**src/rtl/signal_pulser_pkg.sv**
```systemverilog
// Shared definitions for the event pulser: FSM state encodings and polarity helpers
// that translate between physical pin levels and logical "active" flags.
package signal_pulser_pkg;

    typedef enum logic [1:0] {
        ST_IDLE = 2'd0,
        ST_ON   = 2'd1,
        ST_GAP  = 2'd2
    } state_e;

    function automatic logic is_active(input logic lvl, input logic active_low);
        return lvl ^ active_low;
    endfunction

    function automatic logic drive_level(input logic active, input logic active_low);
        return active ^ active_low;
    endfunction

    function automatic logic inactive_level(input logic active_low);
        return active_low;
    endfunction

endpackage

```
**src/rtl/signal_pulser_if.sv**
```systemverilog
// Event-in / stretched-pulse-out bundle of the pulser; the master side raises events
// and observes the output, the slave side is the pulser itself.
interface signal_pulser_if #(
    parameter int MAX_PENDING = 7
);
    localparam int PEND_W = $clog2(MAX_PENDING + 1);

    logic              in_sig;
    logic              out_sig;
    logic              busy;
    logic [PEND_W-1:0] pending;
    logic              overflow;

    modport master (
        output in_sig,
        input  out_sig,
        input  busy,
        input  pending,
        input  overflow
    );

    modport slave (
        input  in_sig,
        output out_sig,
        output busy,
        output pending,
        output overflow
    );
endinterface

```
**src/rtl/signal_edge_detect.sv**
```systemverilog
// Turns an inactive->active transition of a sys_clk-synchronous level into a single-cycle
// rise pulse; a held active level yields exactly one pulse.
module signal_edge_detect
    import signal_pulser_pkg::*;
#(
    parameter bit ACTIVE_LOW = 1'b0
) (
    input  logic clk,
    input  logic rst_n,
    input  logic sig,
    output logic rise
);

    logic prev_q;
    logic prev_d;

    // History is kept as a logical "was active" flag, so reset means inactive for either polarity.
    always_comb begin
        prev_d = is_active(sig, ACTIVE_LOW);
    end

    always_ff @(posedge clk or negedge rst_n) begin
        if (!rst_n) begin
            prev_q <= 1'b0;
        end else begin
            prev_q <= prev_d;
        end
    end

    assign rise = prev_d & ~prev_q;

endmodule

```
**src/rtl/signal_pulser.sv**
```systemverilog
// Stretches one-cycle events into ON_COUNT-cycle active bursts separated by OFF_COUNT-cycle
// gaps, queueing up to MAX_PENDING events that arrive while a burst or gap is in progress.
module signal_pulser
    import signal_pulser_pkg::*;
#(
    parameter int ON_COUNT       = 65536,
    parameter int OFF_COUNT      = 65536,
    parameter int MAX_PENDING    = 7,
    parameter bit IN_ACTIVE_LOW  = 1'b0,
    parameter bit OUT_ACTIVE_LOW = 1'b1
) (
    input  logic           sys_clk,
    input  logic           rst_n,
    signal_pulser_if.slave bus
);

    localparam int PEND_W   = $clog2(MAX_PENDING + 1);
    localparam int MAX_CNT  = (ON_COUNT > OFF_COUNT) ? ON_COUNT : OFF_COUNT;
    localparam int CTR_SIZE = $clog2(MAX_CNT);
    localparam int CTR_W    = (CTR_SIZE < 1) ? 1 : CTR_SIZE;

    localparam logic [CTR_W-1:0]  ON_LAST  = CTR_W'(ON_COUNT - 1);
    localparam logic [CTR_W-1:0]  OFF_LAST = CTR_W'(OFF_COUNT - 1);
    localparam logic [PEND_W-1:0] PEND_MAX = PEND_W'(MAX_PENDING);

    if (ON_COUNT < 1 || OFF_COUNT < 1 || MAX_PENDING < 1) begin : g_bad_params
        $error("signal_pulser: ON_COUNT, OFF_COUNT and MAX_PENDING must all be >= 1");
    end

    logic rise;

    signal_edge_detect #(
        .ACTIVE_LOW (IN_ACTIVE_LOW)
    ) u_edge (
        .clk   (sys_clk),
        .rst_n (rst_n),
        .sig   (bus.in_sig),
        .rise  (rise)
    );

    state_e            state_q, state_d;
    logic [CTR_W-1:0]  ctr_q, ctr_d;
    logic [PEND_W-1:0] pend_q, pend_d;
    logic              ovf_q, ovf_d;
    logic              busy_q, busy_d;
    logic              out_q, out_d;
    logic              dequeue;
    logic              queued_evt;

    always_comb begin
        state_d    = state_q;
        ctr_d      = ctr_q;
        pend_d     = pend_q;
        ovf_d      = 1'b0;
        dequeue    = 1'b0;
        queued_evt = rise && (state_q != ST_IDLE);

        case (state_q)
            ST_IDLE: begin
                if (rise) begin
                    state_d = ST_ON;
                    ctr_d   = '0;
                end
            end
            ST_ON: begin
                if (ctr_q == ON_LAST) begin
                    state_d = ST_GAP;
                    ctr_d   = '0;
                end else begin
                    ctr_d = ctr_q + CTR_W'(1);
                end
            end
            ST_GAP: begin
                if (ctr_q == OFF_LAST) begin
                    ctr_d = '0;
                    if (pend_q != '0) begin
                        state_d = ST_ON;
                        dequeue = 1'b1;
                    end else begin
                        state_d = ST_IDLE;
                    end
                end else begin
                    ctr_d = ctr_q + CTR_W'(1);
                end
            end
            default: begin
                state_d = ST_IDLE;
                ctr_d   = '0;
            end
        endcase

        // A new event landing on a dequeue cycle takes the freed slot, so it can never overflow.
        if (queued_evt && !dequeue) begin
            if (pend_q == PEND_MAX) begin
                ovf_d = 1'b1;
            end else begin
                pend_d = pend_q + PEND_W'(1);
            end
        end else if (!queued_evt && dequeue) begin
            pend_d = pend_q - PEND_W'(1);
        end

        busy_d = (state_d != ST_IDLE);
        out_d  = drive_level(state_d == ST_ON, OUT_ACTIVE_LOW);
    end

    always_ff @(posedge sys_clk or negedge rst_n) begin
        if (!rst_n) begin
            state_q <= ST_IDLE;
            ctr_q   <= '0;
            pend_q  <= '0;
            ovf_q   <= 1'b0;
            busy_q  <= 1'b0;
            out_q   <= inactive_level(OUT_ACTIVE_LOW);
        end else begin
            state_q <= state_d;
            ctr_q   <= ctr_d;
            pend_q  <= pend_d;
            ovf_q   <= ovf_d;
            busy_q  <= busy_d;
            out_q   <= out_d;
        end
    end

    assign bus.out_sig  = out_q;
    assign bus.busy     = busy_q;
    assign bus.pending  = pend_q;
    assign bus.overflow = ovf_q;

endmodule

```
**src/flat_wrapper.sv**
```systemverilog
// flat-port wrapper written by rule: the top's interface ports become plain ports
module signal_pulser_flat import signal_pulser_pkg::*;
#(
    parameter int ON_COUNT       = 65536,
    parameter int OFF_COUNT      = 65536,
    parameter int MAX_PENDING    = 7,
    parameter bit IN_ACTIVE_LOW  = 1'b0,
    parameter bit OUT_ACTIVE_LOW = 1'b1
)
  (sys_clk, rst_n, bus_in_sig, bus_out_sig, bus_busy, bus_pending, bus_overflow);
  signal_pulser_if #(.MAX_PENDING(MAX_PENDING)) bus_i ();
  input  logic sys_clk;
  input  logic rst_n;
  input wire logic [$bits(bus_i.in_sig)-1:0] bus_in_sig;
  output wire logic [$bits(bus_i.out_sig)-1:0] bus_out_sig;
  output wire logic [$bits(bus_i.busy)-1:0] bus_busy;
  output wire logic [$bits(bus_i.pending)-1:0] bus_pending;
  output wire logic [$bits(bus_i.overflow)-1:0] bus_overflow;
  assign bus_i.in_sig = bus_in_sig;
  assign bus_out_sig = bus_i.out_sig;
  assign bus_busy = bus_i.busy;
  assign bus_pending = bus_i.pending;
  assign bus_overflow = bus_i.overflow;
  signal_pulser #(.ON_COUNT(ON_COUNT), .OFF_COUNT(OFF_COUNT), .MAX_PENDING(MAX_PENDING), .IN_ACTIVE_LOW(IN_ACTIVE_LOW), .OUT_ACTIVE_LOW(OUT_ACTIVE_LOW)) u_core (.sys_clk(sys_clk), .rst_n(rst_n), .bus(bus_i));
endmodule
```
**config.mk**
```make
export PLATFORM = sky130hd
export DESIGN_NAME = signal_pulser_flat
export DESIGN_NICKNAME = d
export VERILOG_FILES = /design/src/rtl/signal_pulser_pkg.sv /design/src/rtl/signal_pulser_if.sv /design/src/rtl/signal_edge_detect.sv /design/src/rtl/signal_pulser.sv /design/src/flat_wrapper.sv
export SDC_FILE = /design/constraint.sdc
export NUM_CORES = 1
export LEC_CHECK = 0
export ABC_CLOCK_PERIOD_IN_PS = 4100
export BUFFER_PORTS_ARGS = -buffer_cell sky130_fd_sc_hd__buf_4
export CORE_UTILIZATION = 50
export CTS_BUF_LIST = sky130_fd_sc_hd__clkbuf_4
export CTS_CLUSTER_DIAMETER = 150
export DETAILED_ROUTE_END_ITERATION = 6
export PLACE_DENSITY = 0.68
export SLEW_MARGIN = 20
export SYNTH_ARGS = -nofsm -noshare
export SYNTH_HDL_FRONTEND = slang
export SYNTH_SLANG_ARGS = --single-unit
export TNS_END_PERCENT = 50
```
**constraint.sdc**
```tcl
create_clock -name sys_clk -period 4.1 [get_ports sys_clk]
set_input_delay 0.82 -clock sys_clk [delete_from_list [all_inputs] [get_ports sys_clk]]
set_output_delay 0.82 -clock sys_clk [all_outputs]
set_load 0.05 [all_outputs]
```
==> insert_results.sql <==
INSERT INTO impl_metrics (metric_group, metric, value, unit) VALUES
('status', 'run_status', 'finished clean', ''),
('sta', 'setup_viol', '0', ''),
('clock_tree', 'clock_tree.buffer_depth', '2', ''),
('pwr', 'leakagePower', '0.673', 'nW'),
('critical_path', 'crit_path_max_fanout', '12', ''),
('logic_synthesis', 'synthesis.yosys.warnings', '0', ''),
('clock_tree', 'cts_setup_buffers', '0', ''),
('layout', 'area_growth', '6.41', '%'),
('sta', 'fin_skew', '0.00624', 'ns'),
('place', 'place.detailed.hpwl', '1860', 'um'),
('floorplan', 'floorplan.die.width', '56.5', 'um'),
('global_routing', 'grt_pass1_wl', '4730', 'um'),
('critical_path', 'crit_path_start_kind', 'register', ''),
('critical_path', 'reg2reg_setup_slack', '1.57', 'ns'),
('min_path', 'hp-class', 'primary input to async pin', ''),
('global_routing', 'grt_antenna_before_repair', '0', ''),
('floorplan', 'floorplan.die_area', '0.00319', 'mm^2'),
('place', 'globalplace.congestion', '0.748', ''),
('clock_tree', 'clockRootBuffer', 'sky130_fd_sc_hd__clkbuf_4', ''),
('clock_tree', 'clock_latency', '0.32', 'ns'),
('global_routing', 'globalRouteMet2Util', '0.319', ''),
('route', 'drc_errors', '0', ''),
('route', 'post_drt_via_cell_ratio', '5.85', ''),
('layout', 'n_antenna_cell', '0', ''),
('critical_path', 'worstPathCellList', 'ha_1, nand4_1, nor4_2, buf_4, nand2_1, nand2_1, fa_1, a211oi_1, nor3_1, o22a_1', ''),
('logic_synthesis', 'syn_area', '0.00148', 'mm^2'),
('clock_tree', 'cts_hold_buf', '0', ''),
('logic_synthesis', 'number_of_flops_mapped_to_enable_cells_by_yosys', '0', ''),
('sta', 'finalSetupTns', '0', 'ns'),
('critical_path', 'cp_buf_inv_count', '1', ''),
('critical_path', 'worstPathArrival', '2.75', 'ns'),
('critical_path', 'reg2reg_from', 'u_core.ctr_q[0]', ''),
('route', 'antenna_nets_post_route', '0', ''),
('route', 'drt_first_pass_iters', '4', ''),
('clock_tree', 'ctsResizeCount', '0', ''),
('pwr', 'powerDensity', '497', 'mW/mm^2'),
('clock_tree', 'path_clk_slew', '0.15', 'ns'),
('global_routing', 'gr-usage-met1', '0.240', ''),
('run', 'cap_violations', '0', ''),
('sta', 'worst_slew_pin_slew', '0.524', 'ns'),
('route', 'via_total_after_detailed_routing', '1117', ''),
('layout', 'nets', '170', ''),
('global_routing', 'grt_max_degree', '26', ''),
('global_routing', 'grtUsageTotal', '0.187', ''),
('floorplan', 'pin_count', '9', ''),
('pwr', 'power_total', '785', 'uW'),
('logic_synthesis', 'netlist-cell-type-count', '46', ''),
('critical_path', 'worst-setup-path-type', 'register to register', ''),
('sta', 'max-slew-margin-rel', '0.651', ''),
('pwr', 'vdd_drop_max', '0.335', 'mV'),
('route', 'dr.first_iter.drc_count', '27', ''),
('sta', 'layout_min_cycle_time', '2.53', 'ns'),
('critical_path', 'endpoint_kind', 'register', ''),
('logic_synthesis', 'synthesis.nets', '165', ''),
('floorplan', 'initial_utilization', '0.534', ''),
('place', 'port-buffer-count', '8', ''),
('floorplan', 'fp.coreArea', '0.00278', 'mm^2'),
('critical_path', 'critPathRequiredTime', '4.33', 'ns'),
('layout', 'drive_gt1_frac', '0.150', ''),
('clock_tree', 'tritoncts_clock_tree', 'done', ''),
('critical_path', 'critical-path-top-delay-family', 'simple AND/OR/NAND/NOR gates', ''),
('sta', 'fmaxAchievable', '0.395', 'GHz'),
('floorplan', 'fp.dieH', '56.5', 'um'),
('critical_path', 'reg2regPathDepth', '10', ''),
('sta', 'final_max_slew_viol_count', '0', ''),
('global_routing', 'grt_pass1_vias', '1120', ''),
('critical_path', 'timing.critical_path.mode_cell', 'sky130_fd_sc_hd__nand2_1', ''),
('logic_synthesis', 'register_bit_total_from_synthesis', '25', ''),
('route', 'post_drt_wl_per_cell', '13.4', 'um'),
('clock_tree', 'numCtsBuffers', '3', ''),
('route', 'total_routed_length', '2570', 'um');
-- worst max-delay path by stage --
| stage | from | to | slack, ns | cells past startpoint |
|---|---|---|---|---|
| global route | u_core.ctr_q[0] | u_core.bus.pending[1] | 1.30 | 10 |
| global placement | bus_in_sig | u_core.bus.pending[1] | 1.68 | 7 |
| CTS | u_core.ctr_q[0] | u_core.bus.pending[1] | 1.57 | 10 |
| finish | u_core.ctr_q[0] | u_core.bus.pending[1] | 1.57 | 10 |
| detailed placement | u_core.ctr_q[0] | u_core.bus.pending[1] | 1.60 | 10 |
| floorplan | u_core.ctr_q[0] | u_core.bus.pending[1] | 1.73 | 10 |
-- cell usage after synthesis (all sizes together), types with 5 or more instances --
cell type,count,area [um^2]
nor2,17,63.8
xor2,8,70.1
o21ai,5,25.0
ha,5,62.6
clkbuf,6,22.5
dfrtp,24,601
nand2,20,75.1
nand3,7,40.0
a21oi,7,42.5
nand4,9,71.3
-- per-layer routing --
metal	share of wire	vias to the layer above
li1	-	561
met1	0.47	543
met2	0.50	9
met3	0.018	4
met4	0.012	0
met5	0	-
-- sequential cells by signal, summed over array words and instances, names as in the netlist --
signal / cells
u_core.bus.busy: 1
u_core.bus.out_sig: 1
u_core.ctr_q: 16
u_core.u_edge.prev_q: 1
u_core.bus.overflow: 1
u_core.state_q: 2
u_core.bus.pending: 3
-- cells by family after synthesis --
logic type               share of synthesized area
AO/OA/AOI/OAI                                0.160
XOR/XNOR                                    0.0649
buffers and inverters                       0.0354
adder cells (fa/ha/maj)                     0.0556
AND/OR/NAND/NOR                              0.261
flip-flops                                   0.422
-- report_power, final --
group	internal (mW)	leakage [nW]	switching [mW]
clock	0.0372	0.0139	0.0770
sequential	0.288	0.331	0.0509
combinational	0.113	0.327	0.219
-- per-stage QoR --
step / hold slack (ns) / setup WS [ns] / utilization / cells / area [um^2]
6_report: 0.369 / 1.57 / 0.568 / 191 / 1580
5_1_grt: 0.382 / 1.30 / 0.568 / 191 / 1580
4_1_cts: 0.371 / 1.57 / 0.568 / 191 / 1580
3_5_place_dp: 0.534 / 1.60 / 0.557 / 187 / 1550
3_3_place_gp: 0.523 / 1.68 / 0.557 / 187 / 1550
2_1_floorplan: 0.497 / 1.73 / - / 156 / 1480
-- layout by cell type, fill, tap and decap left out, types with 2 or more instances in the layout --
| cell type | instances |
|---|---|
| sky130_fd_sc_hd__dfrtp_1 | 24 |
| sky130_fd_sc_hd__nand4_1 | 8 |
| sky130_fd_sc_hd__a211oi_1 | 2 |
| sky130_fd_sc_hd__buf_4 | 9 |
| sky130_fd_sc_hd__and3_1 | 3 |
| sky130_fd_sc_hd__nor3_1 | 2 |
| sky130_fd_sc_hd__a31oi_1 | 2 |
| sky130_fd_sc_hd__nor2_1 | 17 |
| sky130_fd_sc_hd__nand2_1 | 20 |
| sky130_fd_sc_hd__a21oi_1 | 5 |
| sky130_fd_sc_hd__o2bb2ai_1 | 2 |
| sky130_fd_sc_hd__nand3_1 | 6 |
| sky130_fd_sc_hd__and2_1 | 3 |
| sky130_fd_sc_hd__or3_1 | 2 |
| sky130_fd_sc_hd__a21oi_2 | 2 |
| sky130_fd_sc_hd__o21ai_0 | 5 |
| sky130_fd_sc_hd__xnor2_1 | 3 |
| sky130_fd_sc_hd__xor2_1 | 8 |
| sky130_fd_sc_hd__clkbuf_4 | 3 |
| sky130_fd_sc_hd__ha_1 | 5 |
| sky130_fd_sc_hd__inv_1 | 3 |
| sky130_fd_sc_hd__nand2b_1 | 2 |
-- area by class of cell --
| type | count | area (um^2) | area share |
|---|---|---|---|
| clock inverters | 1 | 7.51 | 0.00475 |
| repair buffers | 9 | 67.6 | 0.0428 |
| well taps | 31 | 38.8 | 0.0246 |
| multi-input cells | 119 | 805 | 0.510 |
| inverters | 3 | 11.3 | 0.00713 |
| flip-flops and latches | 25 | 627 | 0.397 |
| clock buffers | 3 | 22.5 | 0.0143 |
(Power assumes the default switching activity.)
